<file path="config.mk">
export PLATFORM = sky130hd
export DESIGN_NAME = trap_ctrl
export DESIGN_NICKNAME = d
export VERILOG_FILES = /design/src/rtl/trap_ctrl.sv
export SDC_FILE = /design/constraint.sdc
export NUM_CORES = 1
export LEC_CHECK = 0
export BUFFER_PORTS_ARGS = -buffer_cell sky130_fd_sc_hd__buf_2
export CAP_MARGIN = 20
export CELL_PAD_IN_SITES_DETAIL_PLACEMENT = 2
export CELL_PAD_IN_SITES_GLOBAL_PLACEMENT = 2
export CORE_MARGIN = 3
export CORE_UTILIZATION = 29
export CTS_CLUSTER_DIAMETER = 40
export DETAILED_ROUTE_END_ITERATION = 16
export GPL_TIMING_DRIVEN = 0
export HOLD_SLACK_MARGIN = 0.02
export PLACE_DENSITY = 0.74
export SETUP_SLACK_MARGIN = 0.02
export SLEW_MARGIN = 20
export SYNTH_ARGS = -nofsm -noshare
export SYNTH_HDL_FRONTEND = slang
export SYNTH_SLANG_ARGS = --single-unit
</file>
<file path="constraint.sdc">
create_clock -name clk -period 3.3 [get_ports clk]
set_input_delay 0.66 -clock clk [delete_from_list [all_inputs] [get_ports clk]]
set_output_delay 0.66 -clock clk [all_outputs]
set_load 0.05 [all_outputs]
</file>
<file path="src/rtl/trap_ctrl.sv">
// -----------------------------------------------------------------------------
// trap_ctrl
//   Machine-mode trap sequencer. Accepts synchronous exceptions, the external
//   interrupt and mret, then walks the CSR file's single write port through the
//   trap-entry (mepc, mcause, mtval, mstatus) or trap-return (mstatus) updates
//   before issuing a PC redirect. While idle the write port is shared with
//   ex_stage. Shadow copies of mstatus/mie/mtvec/mepc follow every write this
//   block drives so that enables, vectoring and the mret target are known
//   locally.
//
// Ports
//   clk, rst_n                      clock, asynchronous active-low reset
//   ex_csr_we/waddr/wdata           ex_stage CSR write request (IDLE only)
//   exc_valid/cause/pc/tval         synchronous exception from ex
//   irq_ext, irq_pc                 level external interrupt, resume PC
//   mret_valid                      mret in ex
//   csr_we/waddr/wdata              write port into the CSR file
//   stall, flush                    pipeline hold / kill in-flight
//   redirect_valid, redirect_pc     PC load request and target
// -----------------------------------------------------------------------------
module trap_ctrl #(
  parameter int CSR_ADDRESS_WIDTH = 12
) (
  input  logic                         clk,
  input  logic                         rst_n,
  input  logic                         ex_csr_we,
  input  logic [CSR_ADDRESS_WIDTH-1:0] ex_csr_waddr,
  input  logic [31:0]                  ex_csr_wdata,
  input  logic                         exc_valid,
  input  logic [31:0]                  exc_cause,
  input  logic [31:0]                  exc_pc,
  input  logic [31:0]                  exc_tval,
  input  logic                         irq_ext,
  input  logic [31:0]                  irq_pc,
  input  logic                         mret_valid,
  output logic                         csr_we,
  output logic [CSR_ADDRESS_WIDTH-1:0] csr_waddr,
  output logic [31:0]                  csr_wdata,
  output logic                         stall,
  output logic                         flush,
  output logic                         redirect_valid,
  output logic [31:0]                  redirect_pc
);

  localparam logic [CSR_ADDRESS_WIDTH-1:0] ADDR_MSTATUS = CSR_ADDRESS_WIDTH'(12'h300);
  localparam logic [CSR_ADDRESS_WIDTH-1:0] ADDR_MIE     = CSR_ADDRESS_WIDTH'(12'h304);
  localparam logic [CSR_ADDRESS_WIDTH-1:0] ADDR_MTVEC   = CSR_ADDRESS_WIDTH'(12'h305);
  localparam logic [CSR_ADDRESS_WIDTH-1:0] ADDR_MEPC    = CSR_ADDRESS_WIDTH'(12'h341);
  localparam logic [CSR_ADDRESS_WIDTH-1:0] ADDR_MCAUSE  = CSR_ADDRESS_WIDTH'(12'h342);
  localparam logic [CSR_ADDRESS_WIDTH-1:0] ADDR_MTVAL   = CSR_ADDRESS_WIDTH'(12'h343);

  localparam logic [31:0] IRQ_EXT_CAUSE = 32'h8000_000B;

  typedef enum logic [2:0] {
    ST_IDLE     = 3'd0,
    ST_W_MEPC   = 3'd1,
    ST_W_MCAUSE = 3'd2,
    ST_W_MTVAL  = 3'd3,
    ST_W_MSTAT  = 3'd4,
    ST_R_MSTAT  = 3'd5,
    ST_REDIRECT = 3'd6
  } state_t;

  state_t state_r;
  state_t state_nxt;

  // Latched trap context and whether the pending redirect is an mret.
  logic [31:0] pc_r;
  logic [31:0] cause_r;
  logic [31:0] tval_r;
  logic        mret_r;

  // Shadows. Only MEIE of mie is ever consulted, so only that bit is kept.
  logic [31:0] mstatus_s;
  logic        mie_meie_s;
  logic [31:0] mtvec_s;
  logic [31:0] mepc_s;

  // Ungated combinational results; outputs are forced low while in reset.
  logic                         take_exc;
  logic                         take_irq;
  logic                         take_mret;
  logic                         we_c;
  logic [CSR_ADDRESS_WIDTH-1:0] waddr_c;
  logic [31:0]                  wdata_c;
  logic                         flush_c;
  logic                         rv_c;
  logic [31:0]                  rpc_c;
  logic                         irq_enabled;

  // mstatus on trap entry: MPIE <- MIE, MIE <- 0, MPP <- M.
  function automatic logic [31:0] mstatus_on_entry(input logic [31:0] m);
    logic [31:0] r;
    r        = m;
    r[7]     = m[3];
    r[3]     = 1'b0;
    r[12:11] = 2'b11;
    return r;
  endfunction

  // mstatus on mret: MIE <- MPIE, MPIE <- 1, MPP <- M.
  function automatic logic [31:0] mstatus_on_mret(input logic [31:0] m);
    logic [31:0] r;
    r        = m;
    r[3]     = m[7];
    r[7]     = 1'b1;
    r[12:11] = 2'b11;
    return r;
  endfunction

  // Trap vector: vectored mode only applies to interrupts; sum wraps at 32 bits.
  function automatic logic [31:0] trap_target(input logic [31:0] tvec,
                                              input logic [31:0] cause);
    logic [31:0] base;
    base = {tvec[31:2], 2'b00};
    if ((tvec[1:0] == 2'b01) && cause[31]) begin
      return base + 32'({cause[30:0], 2'b00});
    end else begin
      return base;
    end
  endfunction

  assign irq_enabled = irq_ext & mstatus_s[3] & mie_meie_s;

  // State register.
  always_ff @(posedge clk or negedge rst_n) begin
    if (!rst_n) begin
      state_r <= ST_IDLE;
    end else begin
      state_r <= state_nxt;
    end
  end

  // Next-state, acceptance priority and write-port steering.
  always_comb begin
    state_nxt = state_r;
    take_exc  = 1'b0;
    take_irq  = 1'b0;
    take_mret = 1'b0;
    we_c      = 1'b0;
    waddr_c   = '0;
    wdata_c   = 32'h0;
    flush_c   = 1'b0;
    rv_c      = 1'b0;
    rpc_c     = 32'h0;
    case (state_r)
      ST_IDLE: begin
        if (exc_valid) begin
          // The exception kills the ex instruction, including its CSR write.
          take_exc  = 1'b1;
          flush_c   = 1'b1;
          state_nxt = ST_W_MEPC;
        end else begin
          if (ex_csr_we) begin
            we_c    = 1'b1;
            waddr_c = ex_csr_waddr;
            wdata_c = ex_csr_wdata;
          end else begin
            we_c    = 1'b0;
          end
          if (mret_valid) begin
            take_mret = 1'b1;
            flush_c   = 1'b1;
            state_nxt = ST_R_MSTAT;
          end else if (irq_enabled) begin
            take_irq  = 1'b1;
            flush_c   = 1'b1;
            state_nxt = ST_W_MEPC;
          end else begin
            state_nxt = ST_IDLE;
          end
        end
      end
      ST_W_MEPC: begin
        we_c      = 1'b1;
        waddr_c   = ADDR_MEPC;
        wdata_c   = pc_r;
        state_nxt = ST_W_MCAUSE;
      end
      ST_W_MCAUSE: begin
        we_c      = 1'b1;
        waddr_c   = ADDR_MCAUSE;
        wdata_c   = cause_r;
        state_nxt = ST_W_MTVAL;
      end
      ST_W_MTVAL: begin
        we_c      = 1'b1;
        waddr_c   = ADDR_MTVAL;
        wdata_c   = tval_r;
        state_nxt = ST_W_MSTAT;
      end
      ST_W_MSTAT: begin
        we_c      = 1'b1;
        waddr_c   = ADDR_MSTATUS;
        wdata_c   = mstatus_on_entry(mstatus_s);
        state_nxt = ST_REDIRECT;
      end
      ST_R_MSTAT: begin
        we_c      = 1'b1;
        waddr_c   = ADDR_MSTATUS;
        wdata_c   = mstatus_on_mret(mstatus_s);
        state_nxt = ST_REDIRECT;
      end
      ST_REDIRECT: begin
        rv_c      = 1'b1;
        rpc_c     = mret_r ? mepc_s : trap_target(mtvec_s, cause_r);
        state_nxt = ST_IDLE;
      end
      default: begin
        state_nxt = ST_IDLE;
      end
    endcase
  end

  // Trap context capture at acceptance.
  always_ff @(posedge clk or negedge rst_n) begin
    if (!rst_n) begin
      pc_r    <= 32'h0;
      cause_r <= 32'h0;
      tval_r  <= 32'h0;
      mret_r  <= 1'b0;
    end else if (take_exc) begin
      pc_r    <= exc_pc;
      cause_r <= exc_cause;
      tval_r  <= exc_tval;
      mret_r  <= 1'b0;
    end else if (take_irq) begin
      pc_r    <= irq_pc;
      cause_r <= IRQ_EXT_CAUSE;
      tval_r  <= 32'h0;
      mret_r  <= 1'b0;
    end else if (take_mret) begin
      mret_r  <= 1'b1;
    end else begin
      mret_r  <= mret_r;
    end
  end

  // Shadows follow every write leaving this block, pass-through or generated.
  always_ff @(posedge clk or negedge rst_n) begin
    if (!rst_n) begin
      mstatus_s  <= 32'h0;
      mie_meie_s <= 1'b0;
      mtvec_s    <= 32'h0;
      mepc_s     <= 32'h0;
    end else if (we_c) begin
      case (waddr_c)
        ADDR_MSTATUS: mstatus_s  <= wdata_c;
        ADDR_MIE:     mie_meie_s <= wdata_c[11];
        ADDR_MTVEC:   mtvec_s    <= wdata_c;
        ADDR_MEPC:    mepc_s     <= wdata_c;
        default:      mstatus_s  <= mstatus_s;
      endcase
    end else begin
      mstatus_s <= mstatus_s;
    end
  end

  // Outputs drop to zero as soon as reset asserts, without waiting for a clock.
  assign csr_we         = rst_n & we_c;
  assign csr_waddr      = rst_n ? waddr_c : '0;
  assign csr_wdata      = rst_n ? wdata_c : 32'h0;
  assign stall          = rst_n & (state_r != ST_IDLE);
  assign flush          = rst_n & flush_c;
  assign redirect_valid = rst_n & rv_c;
  assign redirect_pc    = rst_n ? rpc_c : 32'h0;

endmodule

</file>
==> results by group, run 1 <==
Floorplanning
  • Chip Width: 200 um
  • Rows: 70
  • IO Pins: 258
  • Die height: 200 um
  • Initial Util: 29.7%
  • Die area: 0.0402 sq mm
  • Core footprint: 0.0370 sq mm

Drt
  • TritonRoute pass-1 iters: 5
  • Total Routed Length: 55.7 mm
  • Wire per inst: 26.2 um
  • Initial DRC count: 800
  • DRC: 0
  • Detail Route Antenna Nets: 0
  • Vias after detailed routing: 11.7k
  • Avg Vias per Cell: 5.50

Placed design
  • GPL Wtd Cong: 0.901
  • Dpl hpwl: 39.6 mm
  • Placed cell count: 2025
  • IO buf count: 256
  • Pre-CTS setup slack: -1.77 ns

Timing
  • Relative slew slack: 37.5%
  • Max-slew violation count: 0
  • Setup violations, final: 27
  • FMAX: 0.232 GHz
  • Hold Fails Final Rpt: 0
  • Final setup margin: -1.01 ns
  • RSZ-0062 raised after global routing: true
  • Clock Skew: 0.0212 ns
  • Least-Margin Pin Slew: 0.934 ns
  • Fin crit period: 4.31 ns
  • Final Cycle Share: 131%

Global route
  • Pin count of the biggest net entering global routing: 47
  • Total grt overflow: 0
  • GRT Total Usage: 26.3%
  • Initial antenna violation count: 12
  • Number of global-route vias before repair: 12.7k
  • First-pass GRT wire length: 80.9 mm

Layout
  • Most frequent cells in the layout: nand2_1 (230), buf_2 (210), dfrtp_1 (188)
  • Layout cell share with drive strength beyond 1: 35.9%
  • Fin nets: 1811
  • Finished Layout Cells: 2125
  • Syn-to-layout area delta: 41.5%
  • Most common cell after layout, fill and taps aside: nand2_1

Pwr
  • Pwr dens: 879 mW/mm^2
  • VDD IR max: 0.409 mV
  • Leak: 7.11 nW

Synthesis
  • Post-synthesis sequential area ratio: 44.5%
  • Ys flop type: dfrtp_1
  • Mean area per synthesized cell: 8.68 sq um
  • Ys async rst share: 100%
  • Post-Synthesis Cells: 1263
  • Post-synth EDFFs: 0
  • Mapped Nets: 1471
  • Yosys Warn Count: 0
  • Seq cells post-synth: 195
  • Yosys cell types: 67
  • Synthesized cell area: 0.0110 sq mm

Worst setup path
  • Slowest stage cell, crit path: dfrtp_2
  • CP max stage delay: 0.49 ns
  • Worst setup EP type: primary output
  • Worst EP arrival: 3.65 ns
  • FF-to-FF Start: state_r[1]$_DFF_PN0_
  • End of the worst register-to-register path: mtvec_s[23]$_DFFE_PN0P_
  • CP startpoint kind: flop
  • WS Path Type: reg2out
  • Cells on worst reg2reg path: 11
  • CP Cell Sequence: ha_4 > inv_2 > fa_2 > nor2b_4 > o31a_1 > o31a_1 > o2111ai_4 > a211oi_2 > o31ai_2 > mux2_4 > a211oi_4 > buf_6
  • Crit-path most repeated cell: o31a_1
  • R2R setup slack: 0.38 ns
  • Critical Path RT: 2.64 ns
  • Critical path fanouts, max: 5

Clock tree
  • Clock-pin slew on the worst setup and hold paths: 0.08 ns
  • Clk_lat worst skew: 0.47 ns
  • CTS tree: yes
  • Root Buffer: clkbuf_16
  • H-Tree Level Count: 4
  • Cts bufs inserted: 17
  • Clock tree buffer depth: 2
  • # clock sinks: 195

Run status
  • Status: finished, violations left
  • Failing checks: setup timing

Hold path
  • Worst min path class: in2async

Job
  • Max-cap violations: 0
## registers in the layout (all words and copies together) (netlist names)
| signal | cells |
|---|---|
| cause_r | 32 |
| mepc_s | 32 |
| mie_meie_s | 1 |
| mret_r | 1 |
| mstatus_s | 30 |
| mtvec_s | 32 |
| pc_r | 32 |
| state_r | 3 |
| tval_r | 32 |
## worst max path at each step
stage                           start               to  slack (ns)
6_report       cause_r[0]$_DFFE_PN0N_  redirect_pc[28]       -1.01
5_1_grt        cause_r[0]$_DFFE_PN0N_  redirect_pc[20]       -1.12
4_1_cts        cause_r[0]$_DFFE_PN0N_  redirect_pc[28]        -1.0
3_5_place_dp                    rst_n  redirect_pc[24]       -1.77
3_3_place_gp                    rst_n  redirect_pc[24]       -4.39
2_1_floorplan  cause_r[2]$_DFFE_PN0N_  redirect_pc[28]       -0.30
## where the power goes
part	switching [mW]	leakage, nW	internal (mW)
combinational	4.83	4.35	2.55
clock	1.11	0.290	1.15
sequential	0.775	2.47	3.23
total	6.71	7.11	6.92
## per-layer routing
layer	vias up	routed length [um]	track usage, %
met5	-	78	0
met3	103	3050	5.44
li1	5241	-	-
met4	14	1660	8.38
met2	366	27600	45.1
met1	5961	23300	33.4
## Yosys cell counts (3+ instances only)
cell type,n,area [sq um]
nand3_1,12,60.1
o22ai_1,6,37.5
nor3b_1,4,30.0
a21o_1,14,105
o21a_1,6,45.0
a22o_1,60,526
o21bai_1,6,45.0
o21ai_2,32,280
nand3b_1,3,22.5
inv_1,17,63.8
a22oi_1,57,428
ha_1,29,363
and4_1,3,26.3
o21ai_0,93,465
buf_2,13,65.1
o21ai_1,8,40.0
xor2_1,8,70.1
clkbuf_1,75,282
nor2b_1,6,37.5
nor3_1,16,80.1
buf_6,7,78.8
a31oi_1,39,244
or3_1,9,56.3
a21oi_1,103,515
dfrtp_1,195,4880
a211oi_1,8,60.1
buf_1,4,15.0
o31ai_1,4,30.0
nand2_1,231,867
nand2b_1,3,18.8
nand4_1,7,43.8
xnor2_1,10,87.6
nor2_1,101,379
mux2i_1,7,70.1
o211ai_1,6,45.0
and3_1,19,119
o22a_1,3,26.3
## what timing repair did
item                       4_1_cts  5_1_grt
setup endpoints to repair       72       65
setup buffers                   26       36
hold buffers                     0        1
pin swaps                       35       41
gates cloned                     6        0
resized for setup              212      131
hold endpoints to repair         0       16
## per-stage QoR
stage | hold WS, ns | instance area [sq um] | total power [mW] | TNS [ns] | util (%)
2_1_floorplan | 0.364 | 11100 | 7.67 | -0.503 | -
3_3_place_gp | 0.456 | 13000 | 9.76 | -659.30 | 35.2
3_5_place_dp | 0.467 | 13100 | 9.99 | -64.74 | 35.4
4_1_cts | 0.0209 | 14800 | 12.9 | -13.95 | 40.1
5_1_grt | 0.128 | 15500 | 14.4 | -19.27 | 41.9
6_report | 0.143 | 15500 | 13.6 | -16.13 | 42.0
## cells by family (layout without fill, tap and decap cells)
group           count (synthesis)  count (layout)  share of synthesized area [%]
xor+xnor                       18              18                           1.44
fa+ha+maj                      30              30                           3.49
buf+inv                       117             469                           4.65
flops                         195             195                           44.5
compound gates                468             468                           28.4
other cells                     0               6                              0
simple gates                  427             427                           16.8
mux                             8               8                          0.742
## worst max-delay path, delay by kind of cell, from the launching register on
family	cells	cell delay (ns)
simple gates	1	0.05
flops	1	0.49
fa+ha+maj	2	0.43
compound gates	6	1.61
mux	1	0.35
buf+inv	2	0.24
## layout make-up
cell class	count	area, sq um
Fill cell	4107	21500
Multi-Input combinational cell	951	6470
Sequential cell	195	4890
Timing Repair Buffer	326	2280
Tap cell	504	631
Buffer	95	554
Clock buffer	18	429
Clock inverter	13	166
Inverter	17	66.3
Antenna cell	6	15.0
Note: power is estimated with default switching activity, not from simulation.
==> run 2, diff against run 1 <==
--- a/config.mk
+++ b/config.mk
@@ -17,6 +17,7 @@
 export HOLD_SLACK_MARGIN = 0.02
 export PLACE_DENSITY = 0.74
 export SETUP_SLACK_MARGIN = 0.02
+export SKIP_LAST_GASP = 1
 export SLEW_MARGIN = 20
 export SYNTH_ARGS = -nofsm -noshare
 export SYNTH_HDL_FRONTEND = slang
==> results by group, run 2 (synthesis gave the netlist of run 1 again) <==
Run status
  • Status: finished, violations left
  • Failing checks: setup timing

Hold path
  • Worst min path class: in2async

Worst setup path
  • Critical Path RT: 2.64 ns
  • CP Buf/Inv Count: 2
  • Worst setup EP type: primary output
  • Crit-path most repeated cell: o31a_1
  • CP startpoint kind: flop
  • CP Cell Sequence: ha_4 > inv_2 > fa_2 > nor2b_4 > o31a_1 > o31a_1 > o2111ai_4 > a211oi_2 > o31ai_2 > mux2_4 > a211oi_4 > buf_6
  • Worst EP arrival: 3.66 ns
  • CP max stage delay: 0.49 ns
  • Critical path fanouts, max: 5
  • CP top delay family: compound AO/OA/AOI/OAI gates
  • WS Path Type: reg2out
  • R2R setup slack: 0.37 ns
  • Slowest stage cell, crit path: dfrtp_2

Layout
  • Fin area: 0.0155 sq mm
  • Most frequent cells in the layout: nand2_1 (230), buf_2 (213), dfrtp_1 (188)
  • Finished Layout Cells: 2123
  • Layout cell share with drive strength beyond 1: 35.7%
  • Most common cell after layout, fill and taps aside: nand2_1
  • Post-layout util: 41.8%
  • Fillers: 4123
  • Syn-to-layout area delta: 41.1%
  • Fin nets: 1811

Timing
  • Final setup margin: -1.02 ns
  • FMAX: 0.232 GHz
  • Setup TNS: -15.92 ns
  • Setup violations, final: 28
  • Final Cycle Share: 131%
  • Fin crit period: 4.32 ns
  • Hold Fails Final Rpt: 0
  • Least-Margin Pin Slew: 0.903 ns
  • Worst hold slack: 0.143 ns
  • RSZ-0062 raised after global routing: true
  • Relative slew slack: 39.6%
  • Max-slew violation count: 0
  • Clock Skew: 0.0195 ns

Clock tree
  • H-Tree Level Count: 4
  • # clock sinks: 195
  • CTS tree: yes
  • Cts bufs inserted: 17
  • Clock-pin slew on the worst setup and hold paths: 0.08 ns
  • Clk_lat worst skew: 0.47 ns
  • Clock tree buffer depth: 2
  • Root Buffer: clkbuf_16

Global route
  • Number of global-route vias before repair: 12.7k
  • GRT Total Usage: 26.3%
  • Pin count of the biggest net entering global routing: 47
  • First-pass GRT wire length: 81.0 mm
  • Total grt overflow: 0
  • Initial antenna violation count: 12

Floorplanning
  • Initial Util: 29.7%
  • Rows: 70
  • IO Pins: 258
  • Die area: 0.0402 sq mm
  • Chip Width: 200 um
  • Core footprint: 0.0370 sq mm
  • Die height: 200 um

Pwr
  • VDD IR max: 0.408 mV
  • Total power draw: 13.6 mW
  • Pwr dens: 878 mW/mm^2
  • Leak: 7.10 nW

Placed design
  • Pre-CTS setup slack: -1.77 ns
  • IO buf count: 256
  • Placed Instance Area: 0.0131 sq mm
  • GPL Wtd Cong: 0.901
  • Dpl hpwl: 39.6 mm
  • Placed cell count: 2025

Drt
  • TritonRoute pass-1 iters: 5
  • Wire per inst: 26.1 um
  • Avg Vias per Cell: 5.47
  • Vias after detailed routing: 11.6k
  • Initial DRC count: 690
  • Detail Route Antenna Nets: 0
  • Total Routed Length: 55.4 mm
  • DRC: 0

Job
  • Max-cap violations: 0
## run 2: changes by cell type in the layout (fill, tap and decap cells not counted), moves of 2 or more
cell,previous run,this run
buf_2,210,213
buf_4,79,81
buf_6,44,38
diode_2,6,4
## run 2: worst paths after layout
kind	startpoint	to	cells past startpoint
setup reg to reg	state_r[1]$_DFF_PN0_	mtvec_s[14]$_DFFE_PN0P_	11
hold reg to reg	mepc_s[20]$_DFFE_PN0P_	mepc_s[20]$_DFFE_PN0P_	2
hold / removal	rst_n	cause_r[16]$_DFFE_PN0N_	1
min in group clk	exc_tval[6]	tval_r[6]$_DFFE_PN0N_	2
max in group asynchronous	rst_n	mtvec_s[8]$_DFFE_PN0P_	2
setup / recovery	cause_r[0]$_DFFE_PN0N_	redirect_pc[28]	12
## run 2: area by class of cell
type                       count  area (sq um)  share of cell area [%]
multi-input combinational    951          6460                    41.8
sequential                   195          4890                    31.6
timing repair buffer         326          2250                    14.6
tap                          504           631                    4.08
buffer                        95           554                    3.58
clock buffer                  18           429                    2.78
clock inverter                13           166                    1.08
inverter                      17          66.3                   0.429
antenna                        4          10.0                  0.0647
## run 2: where the power goes
part	switching [mW]	leakage (nW)	total, mW	internal [mW]
combinational	4.81	4.34	7.32	2.52
clock	1.10	0.290	2.25	1.15
sequential	0.772	2.47	4.00	3.23
total	6.68	7.10	13.6	6.89
## run 2: what timing repair did
item,in CTS,in global routing
cloned,6,0
setup endpoints to repair,72,65
hold endpoints to repair,0,16
gates resized for setup,205,124
pin swaps,35,38
hold buffers,0,1
buffers inserted,26,36
## run 2: metal layers
layer  track usage [%]  vias up  wire, um
li1                  -     5231         -
met2              45.1      362     27400
met5                 0        -       105
met3              5.46       96      2920
met4              8.33       18      1510
met1              33.4     5911     23500
